==> src/rtl/ex_mem_stage_if.sv <==
// Execute-to-memory bundle interface: upstream valid/ready from execute, flush,
// and downstream valid/ready toward the data-memory stage.
interface ex_mem_stage_if #(
    parameter int WIDTH      = 32,
    parameter int REG_ADDR_W = 5
);
    // Handshake: a bundle moves on any rising edge where valid and ready are both 1;
    // valid must not depend on ready, and in_ready never depends on out_ready.
    logic                  in_valid;
    logic                  in_ready;
    logic [WIDTH-1:0]      alu_result;
    logic                  zero_flag;
    logic [WIDTH-1:0]      write_data;
    logic [REG_ADDR_W-1:0] write_reg;
    logic                  reg_write;
    logic                  mem_write;
    logic                  mem_to_reg;
    logic                  branch;
    logic                  flush;

    logic                  out_valid;
    logic                  out_ready;
    logic [WIDTH-1:0]      out_alu_result;
    logic                  out_zero;
    logic [WIDTH-1:0]      out_write_data;
    logic [REG_ADDR_W-1:0] out_write_reg;
    logic                  out_reg_write;
    logic                  out_mem_write;
    logic                  out_mem_to_reg;
    logic                  out_branch;
    logic                  out_pc_src;

    modport slave (
        input  in_valid, alu_result, zero_flag, write_data, write_reg,
               reg_write, mem_write, mem_to_reg, branch, flush, out_ready,
        output in_ready, out_valid, out_alu_result, out_zero, out_write_data,
               out_write_reg, out_reg_write, out_mem_write, out_mem_to_reg,
               out_branch, out_pc_src
    );

    modport master (
        output in_valid, alu_result, zero_flag, write_data, write_reg,
               reg_write, mem_write, mem_to_reg, branch, flush, out_ready,
        input  in_ready, out_valid, out_alu_result, out_zero, out_write_data,
               out_write_reg, out_reg_write, out_mem_write, out_mem_to_reg,
               out_branch, out_pc_src
    );
endinterface

==> src/rtl/ex_mem_stage.sv <==
// EX/MEM pipeline stage: main register M feeds the memory stage, skid register S
// absorbs one bundle of backpressure. Optional stall counter: EX_MEM_STALL_COUNT_EN.
module ex_mem_stage #(
    parameter int WIDTH      = 32,
    parameter int REG_ADDR_W = 5
) (
    input  logic clk,
    input  logic reset,
    ex_mem_stage_if.slave bus
`ifdef EX_MEM_STALL_COUNT_EN
    ,
    output logic [31:0] stall_count
`endif
);
    typedef struct packed {
        logic [WIDTH-1:0]      alu_result;
        logic                  zero;
        logic [WIDTH-1:0]      write_data;
        logic [REG_ADDR_W-1:0] write_reg;
        logic                  reg_write;
        logic                  mem_write;
        logic                  mem_to_reg;
        logic                  branch;
    } bundle_t;

    bundle_t w_in;
    bundle_t r_m;
    bundle_t r_s;
    logic    r_m_valid;
    logic    r_s_valid;
    logic    w_accept;
    logic    w_release;

    always_comb begin
        w_in            = '0;
        w_in.alu_result = bus.alu_result;
        w_in.zero       = bus.zero_flag;
        w_in.write_data = bus.write_data;
        w_in.write_reg  = bus.write_reg;
        w_in.reg_write  = bus.reg_write;
        w_in.mem_write  = bus.mem_write;
        w_in.mem_to_reg = bus.mem_to_reg;
        w_in.branch     = bus.branch;
    end

    // Ready depends only on skid occupancy, so no combinational path from out_ready.
    assign bus.in_ready = !r_s_valid && !reset;
    assign w_accept     = bus.in_valid && bus.in_ready && !bus.flush;
    assign w_release    = r_m_valid && bus.out_ready;

    always_ff @(posedge clk) begin
        if (reset) begin
            r_m_valid <= 1'b0;
            r_s_valid <= 1'b0;
            r_m       <= '0;
            r_s       <= '0;
        end else if (bus.flush) begin
            r_m_valid <= 1'b0;
            r_s_valid <= 1'b0;
        end else if (r_s_valid) begin
            if (w_release) begin
                r_m       <= r_s;
                r_s_valid <= 1'b0;
            end
        end else if (!r_m_valid || w_release) begin
            if (w_accept) begin
                r_m <= w_in;
            end
            r_m_valid <= w_accept;
        end else if (w_accept) begin
            r_s       <= w_in;
            r_s_valid <= 1'b1;
        end
    end

    // Data fields hold when invalid; control bits are gated so nothing stale acts downstream.
    assign bus.out_valid      = r_m_valid;
    assign bus.out_alu_result = r_m.alu_result;
    assign bus.out_zero       = r_m.zero;
    assign bus.out_write_data = r_m.write_data;
    assign bus.out_write_reg  = r_m.write_reg;
    assign bus.out_reg_write  = r_m_valid && r_m.reg_write;
    assign bus.out_mem_write  = r_m_valid && r_m.mem_write;
    assign bus.out_mem_to_reg = r_m_valid && r_m.mem_to_reg;
    assign bus.out_branch     = r_m_valid && r_m.branch;
    assign bus.out_pc_src     = r_m_valid && r_m.branch && r_m.zero;

`ifdef EX_MEM_STALL_COUNT_EN
    logic [31:0] r_stall_count;

    always_ff @(posedge clk) begin
        if (reset) begin
            r_stall_count <= '0;
        end else if (r_m_valid && !bus.out_ready && (r_stall_count != 32'hFFFF_FFFF)) begin
            r_stall_count <= r_stall_count + 32'd1;
        end
    end

    assign stall_count = r_stall_count;
`endif
endmodule

==> src/flat_wrapper.sv <==
// flat-port wrapper written by rule: the top's interface ports become plain ports
module ex_mem_stage_flat 
#(
    parameter int WIDTH      = 32,
    parameter int REG_ADDR_W = 5
)
  (clk, reset, bus_in_valid, bus_alu_result, bus_zero_flag, bus_write_data, bus_write_reg, bus_reg_write, bus_mem_write, bus_mem_to_reg, bus_branch, bus_flush, bus_out_ready, bus_in_ready, bus_out_valid, bus_out_alu_result, bus_out_zero, bus_out_write_data, bus_out_write_reg, bus_out_reg_write, bus_out_mem_write, bus_out_mem_to_reg, bus_out_branch, bus_out_pc_src);
  ex_mem_stage_if #(.WIDTH(WIDTH), .REG_ADDR_W(REG_ADDR_W)) bus_i ();
  input  logic clk;
  input  logic reset;
  input wire logic [$bits(bus_i.in_valid)-1:0] bus_in_valid;
  input wire logic [$bits(bus_i.alu_result)-1:0] bus_alu_result;
  input wire logic [$bits(bus_i.zero_flag)-1:0] bus_zero_flag;
  input wire logic [$bits(bus_i.write_data)-1:0] bus_write_data;
  input wire logic [$bits(bus_i.write_reg)-1:0] bus_write_reg;
  input wire logic [$bits(bus_i.reg_write)-1:0] bus_reg_write;
  input wire logic [$bits(bus_i.mem_write)-1:0] bus_mem_write;
  input wire logic [$bits(bus_i.mem_to_reg)-1:0] bus_mem_to_reg;
  input wire logic [$bits(bus_i.branch)-1:0] bus_branch;
  input wire logic [$bits(bus_i.flush)-1:0] bus_flush;
  input wire logic [$bits(bus_i.out_ready)-1:0] bus_out_ready;
  output wire logic [$bits(bus_i.in_ready)-1:0] bus_in_ready;
  output wire logic [$bits(bus_i.out_valid)-1:0] bus_out_valid;
  output wire logic [$bits(bus_i.out_alu_result)-1:0] bus_out_alu_result;
  output wire logic [$bits(bus_i.out_zero)-1:0] bus_out_zero;
  output wire logic [$bits(bus_i.out_write_data)-1:0] bus_out_write_data;
  output wire logic [$bits(bus_i.out_write_reg)-1:0] bus_out_write_reg;
  output wire logic [$bits(bus_i.out_reg_write)-1:0] bus_out_reg_write;
  output wire logic [$bits(bus_i.out_mem_write)-1:0] bus_out_mem_write;
  output wire logic [$bits(bus_i.out_mem_to_reg)-1:0] bus_out_mem_to_reg;
  output wire logic [$bits(bus_i.out_branch)-1:0] bus_out_branch;
  output wire logic [$bits(bus_i.out_pc_src)-1:0] bus_out_pc_src;
  assign bus_i.in_valid = bus_in_valid;
  assign bus_i.alu_result = bus_alu_result;
  assign bus_i.zero_flag = bus_zero_flag;
  assign bus_i.write_data = bus_write_data;
  assign bus_i.write_reg = bus_write_reg;
  assign bus_i.reg_write = bus_reg_write;
  assign bus_i.mem_write = bus_mem_write;
  assign bus_i.mem_to_reg = bus_mem_to_reg;
  assign bus_i.branch = bus_branch;
  assign bus_i.flush = bus_flush;
  assign bus_i.out_ready = bus_out_ready;
  assign bus_in_ready = bus_i.in_ready;
  assign bus_out_valid = bus_i.out_valid;
  assign bus_out_alu_result = bus_i.out_alu_result;
  assign bus_out_zero = bus_i.out_zero;
  assign bus_out_write_data = bus_i.out_write_data;
  assign bus_out_write_reg = bus_i.out_write_reg;
  assign bus_out_reg_write = bus_i.out_reg_write;
  assign bus_out_mem_write = bus_i.out_mem_write;
  assign bus_out_mem_to_reg = bus_i.out_mem_to_reg;
  assign bus_out_branch = bus_i.out_branch;
  assign bus_out_pc_src = bus_i.out_pc_src;
  ex_mem_stage #(.WIDTH(WIDTH), .REG_ADDR_W(REG_ADDR_W)) u_core (.clk(clk), .reset(reset), .bus(bus_i));
endmodule
==> config.mk <==
export PLATFORM = sky130hd
export DESIGN_NAME = ex_mem_stage_flat
export DESIGN_NICKNAME = d
export VERILOG_FILES = /design/src/rtl/ex_mem_stage_if.sv /design/src/rtl/ex_mem_stage.sv /design/src/flat_wrapper.sv
export SDC_FILE = /design/constraint.sdc
export NUM_CORES = 1
export LEC_CHECK = 0
export ABC_CLOCK_PERIOD_IN_PS = 1900
export BUFFER_PORTS_ARGS = -buffer_cell sky130_fd_sc_hd__buf_2
export CAP_MARGIN = 10
export CORE_UTILIZATION = 30
export CTS_CLUSTER_SIZE = 8
export DETAILED_ROUTE_END_ITERATION = 6
export GPL_TIMING_DRIVEN = 0
export SYNTH_ARGS = -nofsm -noshare
export SYNTH_HDL_FRONTEND = slang
export SYNTH_SLANG_ARGS = --single-unit
==> constraint.sdc <==
create_clock -name clk -period 1.9 [get_ports clk]
set_input_delay 0.285 -clock clk [delete_from_list [all_inputs] [get_ports clk]]
set_output_delay 0.285 -clock clk [all_outputs]
set_load 0.02 [all_outputs]
# Word level (Yosys, flattened, before mapping)
# Index checks and enable logic that the tools add are counted.
# word_totals
output_inout_bits	77
reg_bits	150
# classes
muxes	8
n_reduce_logical	20
n_bitwise	3
eq_ne	1
# op_table
cell	count
74-bit 2-to-1 mux	4
1-bit logical AND	9
4-bit AND reduction	2
1-bit logical NOT	4
1-bit 2-to-1 mux	4
2-bit nonzero test	2
1-bit inverter	3
2-bit != test (second input constant)	1
2-bit AND reduction	1
2-bit OR reduction	1
1-bit logical OR	1

# Longest topological paths before layout
# Gate-level depths: netlist of run 1.
# depth
depth_word	7
ltp_mapped	6
depth_no_buf	3

# Worst setup path after synthesis of run 1
# Ideal clock, no wire load.
# synth_path
kind	flip-flop to flip-flop
startpoint	reg u_core.r_m_valid (netlist: u_core.bus.out_valid)
endpoint	reg u_core.r_m (netlist bit u_core.bus.out_alu_result[11])
slack_ps	390
synth_period_minus_slack_ps	1510
t_arrival_ps	1423
n_path_buf	3
stages_incl_launch_ff	7
setup_ps	87
t_required_ps	1813
path_cell_list	dfxtp_1 > buf_6 > and2_4 > o221ai_2 > buf_6 > buf_4 > a221oi_2
# synth_via
elab_chain_cells	4
elab_cells_between_ends	6
# synth_rtl
item	line_no	rtl
start: declaration	ex_mem_stage.sv:29	logic r_m_valid;
start signal: assignment	ex_mem_stage.sv:69	r_m_valid <= w_accept;
1-bit logical NOT or 1-bit logical AND (tied branches)	ex_mem_stage.sv:65, ex_mem_stage.sv:49	
1-bit logical OR	ex_mem_stage.sv:65	end else if (!r_m_valid || w_release) begin
2-bit nonzero test (no source line)	-	
4-bit AND reduction (no source line) (*)	-	
end signal: assignment	ex_mem_stage.sv:62	r_m <= r_s;
end signal: assignment	ex_mem_stage.sv:67	r_m <= w_in;
end: declaration	ex_mem_stage.sv:27	bundle_t r_m;
# Every way passes the cells marked *; elsewhere a longest branch is shown, timed or not.
# A chain may end at the register's enable or synchronous reset.

# Final worst setup path of run 1
# layout_path
startpoint	reg u_core.r_s_valid
endpoint	out bus_in_ready
# layout_via
elab_chain_cells	2
# layout_rtl
item	line_no	rtl
start: declaration	ex_mem_stage.sv:30	logic r_s_valid;
start signal: assignment	ex_mem_stage.sv:54	r_s_valid <= 1'b0;
start signal: assignment	ex_mem_stage.sv:59	r_s_valid <= 1'b0;
start signal: assignment	ex_mem_stage.sv:63	r_s_valid <= 1'b0;
1-bit logical NOT	ex_mem_stage.sv:47	assign bus.in_ready = !r_s_valid && !reset;
1-bit logical AND	ex_mem_stage.sv:47	
end: declaration	flat_wrapper.sv:22	output wire logic [$bits(bus_i.in_ready)-1:0] bus_in_ready;
# Every way passes these cells.

==> metrics.yaml, run 1 <==
outcome: "finished clean"
synth.area.top_cells: "dfxtp_1, a221oi_2, mux2i_1"
path_cells: "buf_4 > buf_6 > nor2_1 > buf_2"
hold_end: "u_core.r_s[33]"
critPathMaxStageDelay_ns: 0.32
cts.hold.buffers_added: 0
dp_slack_ns: -0.182
relSlewSlack_pct: 47.2
multiInputGateArea_um2: 3020
grt_pass1_wl_um: 31300
min_from: "bus_write_data[24]"
synth_commonest_cells: "dfxtp_1, a21oi_1, inv_1"
tns_ns: 0
row_count: 56
clk_latency_ns: 0.42
r2r-end: "u_core.bus.out_write_data[26]"
grt_max_degree: 20
synthFlopType: "dfxtp_1"
avgSynthCellArea_um2: 9.53
synth_nets: 839
grt_pass1_vias: 5709
critPathSlowestCell: "dfxtp_1"
clkPwrFrac_pct: 47.0
vias_per_cell: 4.75
fmax_ghz: 0.564
synth-seq-cells: 150
finalMaxSlewViolations: 0
numCtsBuffers: 17
tightest_slew_ns: 0.793
dp_hpwl_um: 14200
overflow: 0
yosys_warnings: 0
fill_cells: 2480
track_usage_pct: 16.6
crit_path_max_fanout: 19
num_vias: 6005
p_seq_share_pct: 41.1
path_class: "reg2out"
first_pass_iters: 4
syn2layout_area_growth_pct: 25.1
die_w_um: 157
async_flop_share_pct: 0
drtIter0Drc: 261
postCtsResizedCells: 0
switching_share_pct: 24.3
synth_edf_count: 0
maxCapViolCount: 0
final_core_util_pct: 38.5
antenna_found_initial: 3
start_kind: "flip-flop"
p_sw_w: 0.00194
finalWorstSetupSlack_ns: 0.128
root_buffer: "clkbuf_16"
synth_top_area_share_pct: 41.5
top_register: "u_core.r_s"
drtAntennaViolNets: 0
place.gp.congestion: 0.734
initial_core_util_pct: 30.8
drive_above_1_share_pct: 37.2
wire_per_inst_um: 15.9
rrSetupSlack_ns: 0.23
powerDensity_nw_per_um2: 884
nets: 1010
cts.sinks: 150
largest_reg_flops: 74
rsz0062_at_grt: "no"
cts_tree: "done"
port_buffers: 154
dieArea_um2: 24800
htree_num_levels: 4
yosys.area.top_type: "dfxtp_1"
min_period_ns: 1.77
ys_types: 25
ios: 156
fin_crit_sh_pct: 93.3
p_leak_nw: 3.40
internal_power_w: 0.00606
end_kind: "primary output"
arrival_ns: 1.49
core_area_um2: 23500
yosysMostFrequentCell: "dfxtp_1"
min_path_cells: 3
min_path_type: "in2reg"
regArea_um2: 3000
pwr-share-comb_pct: 11.9
required_ns: 1.62
wirelength_um: 20100
drc: 0
cts_buffer_depth: 2
r2r-start: "u_core.r_s_valid"
vdd_ir_drop_max_mv: 0.540
setup_viol: 0
total_power_w: 0.00800
hold_violations: 0
clkTransAtPathRegs_ns: 0.06
holdWs_ns: 0.118
skew_ns: 0.00929
syn-cell-area_um2: 7240
r2r_cells: 5
netlist_instances: 760
ys_seq_area_share_pct: 41.5
die_h_um: 157
[power by group through the flow]
| stage | Sequential, W | Clock, W | Combinational (W) |
|---|---|---|---|
| finish | 0.00329 | 0.00376 | 0.000956 |
| global route | 0.00330 | 0.00398 | 0.00104 |
| CTS | 0.00329 | 0.00384 | 0.000967 |
| detailed placement | 0.00336 | 0 | 0.000967 |
| global placement | 0.00336 | 0 | 0.000962 |
| floorplan | 0.00334 | 0 | 0.000648 |
[cell families (layout without fill, tap and decap cells)]
logic type,after synthesis,count (layout),share of synthesized area (%)
AO/OA/AOI/OAI,227,227,24.9
buffers and inverters,220,402,16.9
flip-flops,150,150,41.5
multiplexers,74,74,10.2
other,0,3,0
AND/OR/NAND/NOR,89,89,6.48
[routing by layer]
metal | track usage, % | vias up | part of all wire, %
li1 | - | 2979 | -
met1 | 21.5 | 2851 | 46
met2 | 26.8 | 149 | 47
met3 | 3.88 | 26 | 4.5
met4 | 6.20 | 0 | 2.1
met5 | 0 | - | 0
[cells in the final DEF, fill, tap and decap left out, types with 12 or more instances in the layout]
cell	instances
buf_4	75
a221oi_2	60
clkbuf_1	36
buf_6	12
a21oi_1	76
a221oi_1	14
o21ai_0	75
nand3_1	74
dfxtp_1	150
buf_2	172
mux2i_1	74
inv_1	76
clkbuf_16	17
[stage by stage]
step	instance area, um^2	cells
after detailed placement	8410	1233
final	9050	1264
after global routing	9050	1263
after floorplan	7240	760
after global placement	8410	1233
after CTS	9050	1261
[worst max path at each step]
stage / cells past startpoint / to / slack (ns) / startpoint
after CTS: 4 / bus_in_ready / 0.09 / u_core.r_s_valid
after detailed placement: 5 / bus_in_ready / -0.18 / reset
after floorplan: 6 / u_core.bus.out_alu_result[11] / 0.39 / u_core.bus.out_valid
after global placement: 5 / bus_in_ready / -0.18 / reset
after global routing: 4 / bus_in_ready / 0.02 / u_core.r_s_valid
final: 4 / bus_in_ready / 0.13 / u_core.r_s_valid
[worst max-delay path: cells and delay by family, from the launching register on]
| kind | cells | cell delay (ns) |
|---|---|---|
| DFF | 1 | 0.32 |
| and+or+nand+nor | 1 | 0.11 |
| buffers and inverters | 3 | 0.62 |
[layout make-up]
type / count / share of cell area, %
Multi-Input combinational cell: 390 / 33.3
Clock buffer: 22 / 5.24
Inverter: 76 / 3.15
Timing Repair Buffer: 154 / 8.51
Buffer: 142 / 10.2
Tap cell: 319 / 4.41
Clock inverter: 8 / 1.89
Antenna cell: 3 / 0.0829
Sequential cell: 150 / 33.2
[repair_timing]
action	in CTS	in global routing
hold endpoints to repair	0	0
setup endpoints to repair	1	0
setup buffers	0	0
Note: power is estimated with default switching activity, not from simulation.
==> run 2: changes to the inputs <==
--- a/config.mk
+++ b/config.mk
@@ -5,7 +5,8 @@
 export SDC_FILE = /design/constraint.sdc
 export NUM_CORES = 1
 export LEC_CHECK = 0
-export ABC_CLOCK_PERIOD_IN_PS = 1900
+export ABC_AREA = 1
+export ABC_CLOCK_PERIOD_IN_PS = 2000
 export BUFFER_PORTS_ARGS = -buffer_cell sky130_fd_sc_hd__buf_2
 export CAP_MARGIN = 10
 export CORE_UTILIZATION = 30
==> constraint.sdc (replaced) <==
create_clock -name clk -period 2 [get_ports clk]
set_input_delay 0.3 -clock clk [delete_from_list [all_inputs] [get_ports clk]]
set_output_delay 0.3 -clock clk [all_outputs]
set_load 0.02 [all_outputs]
==> metrics.yaml, run 2 <==
synth_commonest_cells: "nand2_1, nor2_1, inv_1"
grt_pass1_vias: 6681
wire_per_inst_um: 12.4
syn-cell-area_um2: 7730
cts.sinks: 150
dp_slack_ns: 0.212
min_path_type: "in2reg"
end_kind: "primary output"
nets: 1471
hold_violations: 0
setup_viol: 0
grt_util_met3_pct: 3.74
core_area_um2: 25300
fin_crit_sh_pct: 90.8
crit_path_max_fanout: 10
synth.area.top_cells: "dfxtp_1, nand2_1, nor2_1"
cts_buffer_depth: 2
num_vias: 7316
powerDensity_nw_per_um2: 780
tightest_slew_ns: 0.656
synthFlopType: "dfxtp_1"
holdWs_ns: 0.121
required_ns: 1.70
wirelength_um: 21500
top_register: "u_core.r_s"
drtAntennaViolNets: 0
vdd_ir_drop_max_mv: 0.500
drtIter0Drc: 383
grt_use_met1_pct: 21.9
grt_pass1_wl_um: 34600
track_usage_pct: 16.7
final_cell_mix: "nand2_1, nor2_1, buf_2, inv_1, dfxtp_1"
min_period_ns: 1.82
final_core_util_pct: 38.0
overflow: 0
skew_ns: 0.00551
drive_above_1_share_pct: 22.8
top_usage_layer: "met2"
ys_seq_area_share_pct: 38.8
clk_latency_ns: 0.42
antenna_found_initial: 4
drc: 0
syn2layout_area_growth_pct: 24.1
path_class: "reg2out"
yosysMostFrequentCell: "nand2_1"
tns_ns: 0
arrival_ns: 1.52
final_common_cell: "nand2_1"
rsz0062_at_grt: "no"
synth_edf_count: 0
dieArea_um2: 26400
grt_max_degree: 17
finalMaxSlewViolations: 0
cts_tree: "done"
row_count: 58
first_pass_iters: 4
vias_per_cell: 4.21
use_met2_pct: 27.6
fmax_ghz: 0.551
yosys_warnings: 0
clkTransAtPathRegs_ns: 0.06
synth-seq-cells: 150
p_leak_nw: 5.51
largest_reg_flops: 74
maxCapViolCount: 0
ys_types: 17
place.gp.congestion: 0.739
initial_core_util_pct: 30.6
finalWorstSetupSlack_ns: 0.184
postCtsResizedCells: 0
ios: 156
dp_cells: 1703
post_cts_buffers: 0
numCtsBuffers: 17
die_h_um: 163
synth_top_area_share_pct: 38.8
dp_hpwl_um: 15800
cts.hold.buffers_added: 0
root_buffer: "clkbuf_16"
outcome: "finished clean"
netlist_instances: 1218
avgSynthCellArea_um2: 6.35
relSlewSlack_pct: 56.3
async_flop_share_pct: 0
final_cells: 1737
synth_nets: 1297
port_buffers: 155
yosys.area.top_type: "dfxtp_1"
htree_num_levels: 4
start_kind: "flip-flop"
die_w_um: 163
==> run 2: cell count changes after synthesis, moves of 60 or more <==
cell	previous run	this run
a21oi_1	76	149
a221oi_2	60	0
inv_1	76	157
mux2i_1	74	0
nand2_1	0	304
nor2_1	3	224
o21ai_0	75	0
==> run 2: routing by layer <==
metal,vias to the layer above,routed length [um]
met5,-,23
met4,4,222
met3,15,1040
met2,137,9820
met1,3201,10400
li1,3959,-
==> run 2: worst max-delay path, stage by stage (launching register included) <==
cell and delay [ns]:
dfxtp_1 0.31, buf_6 0.13, buf_2 0.20, nor2_1 0.25, buf_2 0.22
==> run 2: layout make-up <==
| type | instances | area (um^2) |
|---|---|---|
| Fill cell | 2841 | 15700 |
| Multi-Input combinational cell | 758 | 3150 |
| Sequential cell | 150 | 3000 |
| Buffer | 151 | 978 |
| Timing Repair Buffer | 155 | 776 |
| Inverter | 159 | 597 |
| Clock buffer | 20 | 447 |
| Tap cell | 330 | 413 |
| Clock inverter | 12 | 225 |
| Antenna cell | 2 | 5.00 |
==> run 2: through the flow <==
step | cell area (um^2) | total power (W)
4_1_cts | 9590 | 0.00760
5_1_grt | 9590 | 0.00781
6_report | 9600 | 0.00748
3_5_place_dp | 8920 | 0.00387
3_3_place_gp | 8920 | 0.00387
2_1_floorplan | 7730 | 0.00360
==> run 2: logic make-up (layout without fill, tap and decap cells) <==
kind of cell,Yosys count,after routing,share of synthesized area [%]
buffers and inverters,310,497,20.4
AOI/OAI and AO/OA,150,150,9.74
other,0,2,0
DFF,150,150,38.8
and+or+nand+nor,608,608,31.0
==> run 2: worst paths after layout <==
check                                start                             to  slack, ns  cells after the start
max                       u_core.r_s_valid                   bus_in_ready       0.18                      4
min                     bus_alu_result[11]                 u_core.r_s[53]       0.12                      3
max reg2reg           u_core.bus.out_valid  u_core.bus.out_write_data[20]       0.31                      8
min reg2reg  u_core.bus.out_write_data[21]  u_core.bus.out_write_data[21]       0.48                      2
==> run 2: where the power goes <==
group          internal (W)  total, W  switching [W]
Sequential          0.00305   0.00309      0.0000344
Combinational      0.000285  0.000712       0.000427
Clock               0.00238   0.00369        0.00131
